<file path="config.mk">
export PLATFORM = sky130hd
export DESIGN_NAME = mcp3008_sample_collector
export DESIGN_NICKNAME = d
export VERILOG_FILES = /design/src/rtl/mcp3008_sample_collector.sv
export SDC_FILE = /design/constraint.sdc
export NUM_CORES = 1
export LEC_CHECK = 0
export BUFFER_PORTS_ARGS = -buffer_cell sky130_fd_sc_hd__buf_2
export CAP_MARGIN = 5
export CELL_PAD_IN_SITES_DETAIL_PLACEMENT = 1
export CELL_PAD_IN_SITES_GLOBAL_PLACEMENT = 2
export CORE_MARGIN = 2
export CORE_UTILIZATION = 48
export DETAILED_ROUTE_END_ITERATION = 8
export PLACE_DENSITY_LB_ADDON = 0.3
export SETUP_SLACK_MARGIN = 0.4
export SYNTH_ARGS = -nofsm -noshare
export SYNTH_HDL_FRONTEND = slang
export SYNTH_SLANG_ARGS = --single-unit
</file>
<file path="constraint.sdc">
create_clock -name clk -period 5 [get_ports clk]
set_input_delay 1.5 -clock clk [delete_from_list [all_inputs] [get_ports clk]]
set_output_delay 1.5 -clock clk [all_outputs]
set_load 0.01 [all_outputs]
</file>
<file path="src/rtl/mcp3008_sample_collector.sv">
// mcp3008_sample_collector
// Brings MCP3008 conversion words from the dclk-domain interface into clk,
// checks the header, and queues {channel, sample} in a show-ahead FIFO.
// Optional per-channel averaging is enabled by defining MCP3008_AVG_EN.
module mcp3008_sample_collector #(
  parameter int NUM_CHANNELS = 3,
  parameter int FIFO_LOG2    = 4,
  parameter int AVG_LOG2     = 2
) (
  input  logic               clk,
  input  logic               rst_n,
  input  logic [15:0]        adc_word,
  input  logic               adc_avail,
  output logic               adc_accept,
  input  logic               rd_en,
  output logic [12:0]        rd_data,
  output logic               rd_empty,
  output logic               fifo_full,
  output logic [FIFO_LOG2:0] fifo_level,
  output logic [7:0]         hdr_err_cnt
);

  localparam int DEPTH = 2 ** FIFO_LOG2;

  typedef enum logic [1:0] {IDLE, CAPTURE, ACK} state_t;

  state_t                 state_reg, state_next;
  logic                   avail_meta_reg, avail_s_reg;
  logic                   adc_accept_reg;
  logic [FIFO_LOG2:0]     wr_cnt_reg, rd_cnt_reg;
  logic [12:0]            rd_data_reg;
  logic [7:0]             hdr_err_cnt_reg;
  logic [12:0]            mem [DEPTH];

  logic                   push, pop, err_inc;
  logic [12:0]            push_data;
  logic [2:0]             ch_w;
  logic [9:0]             sample_w;
  logic                   hdr_bad;
  logic [FIFO_LOG2-1:0]   wr_addr, rd_addr, rd_addr_next;

  assign ch_w     = adc_word[14:12];
  assign sample_w = adc_word[9:0];
  assign hdr_bad  = !adc_word[15] || (adc_word[11:10] != 2'b00) ||
                    (32'(ch_w) >= NUM_CHANNELS);

  assign fifo_level   = wr_cnt_reg - rd_cnt_reg;
  assign rd_empty     = (fifo_level == '0);
  assign fifo_full    = (fifo_level == (FIFO_LOG2+1)'(DEPTH));
  assign pop          = rd_en && !rd_empty;
  assign wr_addr      = wr_cnt_reg[FIFO_LOG2-1:0];
  assign rd_addr      = rd_cnt_reg[FIFO_LOG2-1:0];
  assign rd_addr_next = rd_addr + 1'b1;

  assign adc_accept   = adc_accept_reg;
  assign rd_data      = rd_data_reg;
  assign hdr_err_cnt  = hdr_err_cnt_reg;

`ifdef MCP3008_AVG_EN
  localparam int ACC_W = 10 + AVG_LOG2;

  logic [ACC_W-1:0]    acc_arr [NUM_CHANNELS];
  logic [AVG_LOG2-1:0] cnt_arr [NUM_CHANNELS];
  logic [ACC_W-1:0]    acc_sel, acc_sum;
  logic [AVG_LOG2-1:0] cnt_sel;
  logic                acc_add, acc_clr, avg_final;

  // Select the accumulator of the channel named in the current word
  always_comb begin
    acc_sel = '0;
    cnt_sel = '0;
    for (int i = 0; i < NUM_CHANNELS; i++) begin
      if (32'(ch_w) == i) begin
        acc_sel = acc_arr[i];
        cnt_sel = cnt_arr[i];
      end
    end
  end

  assign acc_sum   = acc_sel + ACC_W'(sample_w);
  assign avg_final = (cnt_sel == AVG_LOG2'(2 ** AVG_LOG2 - 1));

  genvar gi;
  generate
    for (gi = 0; gi < NUM_CHANNELS; gi++) begin : g_avg
      logic [ACC_W-1:0]    acc_reg;
      logic [AVG_LOG2-1:0] cnt_reg;
      // Per-channel running sum; cleared when its average is emitted
      always_ff @(posedge clk or negedge rst_n) begin
        if (!rst_n) begin
          acc_reg <= '0;
          cnt_reg <= '0;
        end else if (32'(ch_w) == gi) begin
          if (acc_clr) begin
            acc_reg <= '0;
            cnt_reg <= '0;
          end else if (acc_add) begin
            acc_reg <= acc_sum;
            cnt_reg <= cnt_reg + 1'b1;
          end
        end
      end
      assign acc_arr[gi] = acc_reg;
      assign cnt_arr[gi] = cnt_reg;
    end
  endgenerate
`endif

  // Next-state and handshake/push decode
  always_comb begin
    state_next = state_reg;
    push       = 1'b0;
    push_data  = '0;
    err_inc    = 1'b0;
`ifdef MCP3008_AVG_EN
    acc_add    = 1'b0;
    acc_clr    = 1'b0;
`endif
    case (state_reg)
      IDLE: if (avail_s_reg) state_next = CAPTURE;
      CAPTURE: begin
        if (hdr_bad) begin
          err_inc    = 1'b1;
          state_next = ACK;
`ifdef MCP3008_AVG_EN
        end else if (!avg_final) begin
          acc_add    = 1'b1;
          state_next = ACK;
        end else if (!fifo_full) begin
          push       = 1'b1;
          acc_clr    = 1'b1;
          push_data  = {ch_w, acc_sum[ACC_W-1:AVG_LOG2]};
          state_next = ACK;
        end
`else
        end else if (!fifo_full) begin
          push       = 1'b1;
          push_data  = {ch_w, sample_w};
          state_next = ACK;
        end
`endif
      end
      ACK: if (!avail_s_reg) state_next = IDLE;
      default: state_next = IDLE;
    endcase
  end

  // State, synchroniser, acknowledge and error counter registers
  always_ff @(posedge clk or negedge rst_n) begin
    if (!rst_n) begin
      state_reg       <= IDLE;
      avail_meta_reg  <= 1'b0;
      avail_s_reg     <= 1'b0;
      adc_accept_reg  <= 1'b0;
      hdr_err_cnt_reg <= '0;
    end else begin
      state_reg       <= state_next;
      avail_meta_reg  <= adc_avail;
      avail_s_reg     <= avail_meta_reg;
      adc_accept_reg  <= (state_next == ACK);
      if (err_inc && hdr_err_cnt_reg != 8'hFF)
        hdr_err_cnt_reg <= hdr_err_cnt_reg + 1'b1;
    end
  end

  // FIFO storage; no reset so it maps onto block RAM
  always_ff @(posedge clk) begin
    if (push) mem[wr_addr] <= push_data;
  end

  // FIFO pointers
  always_ff @(posedge clk or negedge rst_n) begin
    if (!rst_n) begin
      wr_cnt_reg <= '0;
      rd_cnt_reg <= '0;
    end else begin
      if (push) wr_cnt_reg <= wr_cnt_reg + 1'b1;
      if (pop)  rd_cnt_reg <= rd_cnt_reg + 1'b1;
    end
  end

  // Show-ahead head register; bypasses the write when the new entry becomes the head
  always_ff @(posedge clk or negedge rst_n) begin
    if (!rst_n) begin
      rd_data_reg <= '0;
    end else if (push && (rd_empty || (pop && fifo_level == (FIFO_LOG2+1)'(1)))) begin
      rd_data_reg <= push_data;
    end else if (pop) begin
      rd_data_reg <= mem[rd_addr_next];
    end
  end

endmodule

</file>
Word level (Yosys, flattened, before mapping)
Memory sizes are Yosys's and may differ from the RTL's.
Cells that the tools add are included.
{"block": "totals", "in_bits": 20, "memories": 1, "output_inout_bits": 29, "wordCells": 51, "ram_bits": 208, "register_bits": 36}
{"memory": "mem", "depth": 16, "width": 13, "read_ports": 1, "rd_ports_with_merged_regs": 0, "write_ports": 1, "line_no": "33", "source": "logic [12:0] mem [DEPTH];"}
{"block": "classes", "n_mux": 17, "n_eq_ne": 6, "magnitude_cmp": 1, "n_addsub": 5, "n_reduce_logical": 13}
{"op": "two-way mux 13 bit", "count": 5}
{"op": "adder 5 x 1 -> 5 bit, second input constant", "count": 2}
{"op": "adder 8 x 1 -> 8 bit, second input constant", "count": 1}
{"op": "two-way mux 2 bit", "count": 4}
{"op": "inequality test 8 bit, second input constant", "count": 1}
{"op": "two-way mux 1 bit", "count": 7}
{"op": "case mux 2 bit (3 select lines)", "count": 1}
{"op": "== test 5 x 1 -> 1 bit, second input constant", "count": 1}
{"op": "== test 5 bit, second input constant", "count": 1}
{"op": "zero test 5 bit", "count": 1}
{"op": "subtractor 5 bit", "count": 1}
{"op": "adder 4 x 1 -> 4 bit, second input constant", "count": 1}
{"op": "== test 2 bit, second input constant", "count": 2}
{"op": "logical AND 1 bit", "count": 4}
{"op": "nonzero test 2 bit", "count": 2}
{"op": "greater-or-equal comparator 3 x 2 -> 1 bit, second input constant", "count": 1}
{"op": "logical OR 1 bit", "count": 3}
{"op": "== test 2 x 1 -> 1 bit, second input constant", "count": 1}
{"op": "zero test 1 bit", "count": 2}
{"op": "zero test 2 bit", "count": 1}

Logic depth before layout (Yosys ltp)
{"block": "depth", "ltp_word": 8, "depth_mapped": 12, "depth_no_buf": 11}

Worst setup path after synthesis
No wires, ideal clock.
{"block": "synth_timing", "path_kind": "input -> register", "startpoint": "input port adc_word[11]", "endpoint": "memory mem[3][0] (enable)", "n_path_buf": 1, "arrival_time_ps": 3898, "required_time_ps": 4583, "path_stages": 5, "path_slack_ps": 685, "setup_time_ps": 417, "path_cell_list": "or4b_4 a21oi_4 o311a_1 buf_4 nor4bb_1"}
{"block": "synth_via", "elab_chain_len": 7}
{"item": "start, declared", "line_no": "12", "source": "input logic [15:0] adc_word,"}
{"item": "nonzero test 2 bit", "line_no": "44", "source": "assign hdr_bad = !adc_word[15] || (adc_word[11:10] != 2'b00) ||"}
{"item": "logical OR 1 bit (2 in a row)", "line_no": "44"}
{"item": "two-way mux 1 bit", "line_no": "122", "source": "if (hdr_bad) begin"}
{"item": "two-way mux 1 bit", "line_no": "119", "source": "case (state_reg)"}
{"item": "two-way mux 1 bit", "line_no": "168", "source": "if (push) mem[wr_addr] <= push_data;"}
{"item": "two-way mux 1 bit (implied by the code)", "line_no": "168"}
{"item": "end, declared", "line_no": "33"}
Every way passes these cells.

Worst setup path after layout
{"block": "layout_timing", "startpoint": "register wr_cnt_reg[3]", "endpoint": "output port fifo_full"}
{"block": "layout_via", "elab_chain_len": 2}
{"item": "start, declared", "line_no": "30", "source": "logic [FIFO_LOG2:0] wr_cnt_reg, rd_cnt_reg;"}
{"item": "start signal, assigned", "line_no": "177", "source": "if (push) wr_cnt_reg <= wr_cnt_reg + 1'b1;"}
{"item": "subtractor 5 bit", "line_no": "47", "source": "assign fifo_level = wr_cnt_reg - rd_cnt_reg;"}
{"item": "== test 5 bit", "line_no": "49", "source": "assign fifo_full = (fifo_level == (FIFO_LOG2+1)'(DEPTH));"}
{"item": "end, declared", "line_no": "18", "source": "output logic fifo_full,"}
Every way passes these cells.

==> impl_metrics.json <==
{
  "final-hold-violation-count": 0,
  "core_um2": 20300,
  "die_h_um": 148,
  "status": "complete, no violations",
  "grt.busiest_layer": "met2",
  "gp_congestion": 0.773,
  "hold_path_class": "register to register",
  "use_met2_pct": 33.8,
  "dr.pass1.iters": 4,
  "synth_top_family_by_area": "multiplexers",
  "drt_iter0_markers": 335,
  "cp_cell_sequence": "ha_1, a21oi_1, a21oi_1, or2_1, nor3_1, buf_2",
  "num_rows": 52,
  "crit_family": "flip-flops",
  "drt_wl_total_um": 22100,
  "fin_crit_ns": 4.35,
  "multi_input_area_um2": 2710,
  "syn-cell-area_um2": 9950,
  "track_usage_pct": 20.9,
  "ys_ff_latch": 244,
  "ys.warnings.count": 0,
  "synthSimpleGateAreaFrac_pct": 5.04,
  "die_w_um": 148,
  "ys_seq_area_share_pct": 71.8,
  "crit_arrival_ns": 2.85,
  "diodes": 0,
  "max_freq_mhz": 230,
  "hp-start": "avail_meta_reg",
  "viasPerCell": 5.73,
  "drive_above_1_share_pct": 31.2,
  "reg2reg_from": "wr_cnt_reg[2]",
  "slowest_delay_ns": 0.84,
  "fin_cells": 863,
  "cp.buffers_inverters": 1,
  "synth.avg_cell_area_um2": 20.2,
  "grtUsageMet3_pct": 3.30,
  "clk_pin_slew_worst_paths_ns": 0.06,
  "dp_slack_ns": 0.546,
  "largest_reg_flops": 208,
  "cts_setup_buffers": 0,
  "worst_slack_ns": 0.645,
  "remaining_drc_errors": 0,
  "ioPinCount": 49,
  "synth_edf_count": 208,
  "cts_tree": "done",
  "period_share_pct": 87.1,
  "path_class": "register to primary output",
  "async_reset_ff_share_pct": 14.8,
  "fin_skew_ns": 0.0155,
  "initial_core_util_pct": 49.0,
  "slew_headroom_pct": 21.4,
  "grtUsageMet1_pct": 31.0,
  "yosys.area.top_type_share_pct": 62.7,
  "ctsResizeCount": 0,
  "required_ns": 3.50,
  "grt_first_pass_wirelength_um": 33400,
  "leakagePower_nw": 4.31,
  "post-route-util_pct": 56.6,
  "cp_max_fo": 18,
  "fin_area_um2": 11500,
  "clk_latency_ns": 0.52,
  "rsz0062_at_grt": "no",
  "port_buffers": 48,
  "synth_mux_area_share_pct": 16.1,
  "hold_buffers": 0,
  "synth-main-ff-cell": "edfxtp_1",
  "critPathMostFrequentCell": "a21oi_1",
  "dp_cells": 817,
  "maxSlewViolCount": 0,
  "syn2layout_area_growth_pct": 15.4,
  "crit_path_start": "wr_cnt_reg[3]",
  "start_kind": "register",
  "cp_slowest_cell": "dfrtp_1",
  "grt_antenna_before_repair": 0,
  "synth-compound-area-share_pct": 1.66,
  "dpl-instance-area_um2": 10600,
  "clock-sinks": 244,
  "end_kind": "primary output",
  "worst_slew_pin_slew_ns": 1.17,
  "syn_inst": 492,
  "cts_max_level": 1,
  "final_net_count": 605,
  "ir_drop_mv": 0.389,
  "synth_xor_area_share_pct": 1.75,
  "hpwl_um": 14300,
  "grt_pass1_vias": 5264,
  "grt_max_degree": 54,
  "drtAntennaViolNets": 0,
  "regArea_um2": 7150,
  "grt.overflow.total": 0,
  "synthAdderAreaFrac_pct": 1.46,
  "fill_cells": 1809,
  "die-area_um2": 21900,
  "ys_types": 48,
  "setup_tns_ns": 0,
  "synth_area_leaders": "edfxtp_1 63%, mux4_2 15%, dfrtp_1 9.0%",
  "root_buffer": "clkbuf_16",
  "cts_made_buffers": 25,
  "synth_top_cell_by_area": "edfxtp_1",
  "drt-wirelength-per-cell_um": 25.6,
  "clockBufferDepth": 3,
  "maxCapViolCount": 0,
  "num_vias": 4945,
  "setup_viol": 0,
  "powerDensity_nw_per_um2": 572
}
-- report_power, final --
group          internal [W]  total [W]  leakage [nW]  switching [W]
clock network       0.00123    0.00198         0.438       0.000757
logic               0.00102    0.00213          1.26        0.00112
registers           0.00232    0.00245          2.61       0.000130
total               0.00456    0.00657          4.31        0.00200
-- final cells by class --
class,count,share of cell area (%)
Multi-Input combinational cell,231,23.6
Tap cell,270,2.94
Clock buffer,27,5.51
Sequential cell,244,62.3
Timing Repair Buffer,63,3.18
Clock inverter,19,2.19
Inverter,9,0.294
-- synthesized netlist by cell type, drive strengths merged (4+ instances only) --
| cell type | number |
|---|---|
| ha | 10 |
| a21oi | 4 |
| o21ai | 15 |
| and2 | 13 |
| clkbuf | 6 |
| buf | 17 |
| nor3b | 4 |
| edfxtp | 208 |
| nor2 | 6 |
| nand2 | 24 |
| xnor2 | 14 |
| and4 | 5 |
| nand3 | 4 |
| inv | 9 |
| mux4 | 65 |
| mux2i | 13 |
| xor2 | 5 |
| and4b | 4 |
| dfrtp | 36 |
-- layout by cell type (no fill, tap or decap), types with 3 or more instances in the layout --
cell type  netlist  final
xor2_1           5      4
mux4_2          65     65
and2_1          13     13
clkbuf_16        0     25
nand2_1         23     23
ha_1            10      9
clkinv_2         0      6
xnor2_1         13     13
clkinv_1         0      4
nor2_1           6      6
nand4_1          3      3
and4b_1          4      4
buf_2            2     48
edfxtp_1       208    208
mux2i_1         13     13
nor3b_2          0      4
and4_1           5      5
inv_1            9      9
conb_1           1     16
nand3_1          4      4
a21oi_1          3      3
dfrtp_1         36     35
o21ai_1          7      7
bufinv_16        0      6
o21ai_0          8      8
buf_4            4     14
-- routing by layer --
| metal | part of all wire (%) | up-vias |
|---|---|---|
| met4 | 1.6 | 0 |
| met2 | 49 | 152 |
| met3 | 6.4 | 28 |
| li1 | - | 2135 |
| met5 | 0 | - |
| met1 | 43 | 2630 |
-- worst register-to-register path, cell delays in order (launching register included) --
cell	delay, ns
dfrtp_1	0.76
ha_1	0.39
a21oi_1	0.18
a21boi_1	0.10
nor2_1	0.33
o311a_1	0.79
and4b_1	0.87
-- path summary, 6_finish.rpt --
path / depth (start not counted) / slack, ns / endpoint
min in group asynchronous: 1 / 1.13 / rd_data[3]
max in group asynchronous: 1 / 3.18 / rd_cnt_reg[0]
worst max register to register: 6 / 1.19 / mem[10][2]
worst min register to register: 0 / 0.36 / avail_s_reg
worst max-delay path: 6 / 0.65 / fifo_full
worst min-delay path: 0 / 0.36 / avail_s_reg
-- cell families (layout without fill, tap and decap cells) --
logic type,Yosys count,in the layout
fa+ha+maj,11,11
flops,244,244
other cells,1,16
mux,79,79
compound gates,26,26
buf+inv,32,118
xor+xnor,19,19
simple gates,80,80
-- metrics by stage --
step | total power (W) | hold WS, ns
after floorplan | 0.00402 | 0.331
after global placement | 0.00460 | 0.344
after detailed placement | 0.00466 | 0.342
after CTS | 0.00665 | 0.362
after global routing | 0.00687 | 0.374
final | 0.00657 | 0.356
Note: power is estimated with default switching activity, not from simulation.
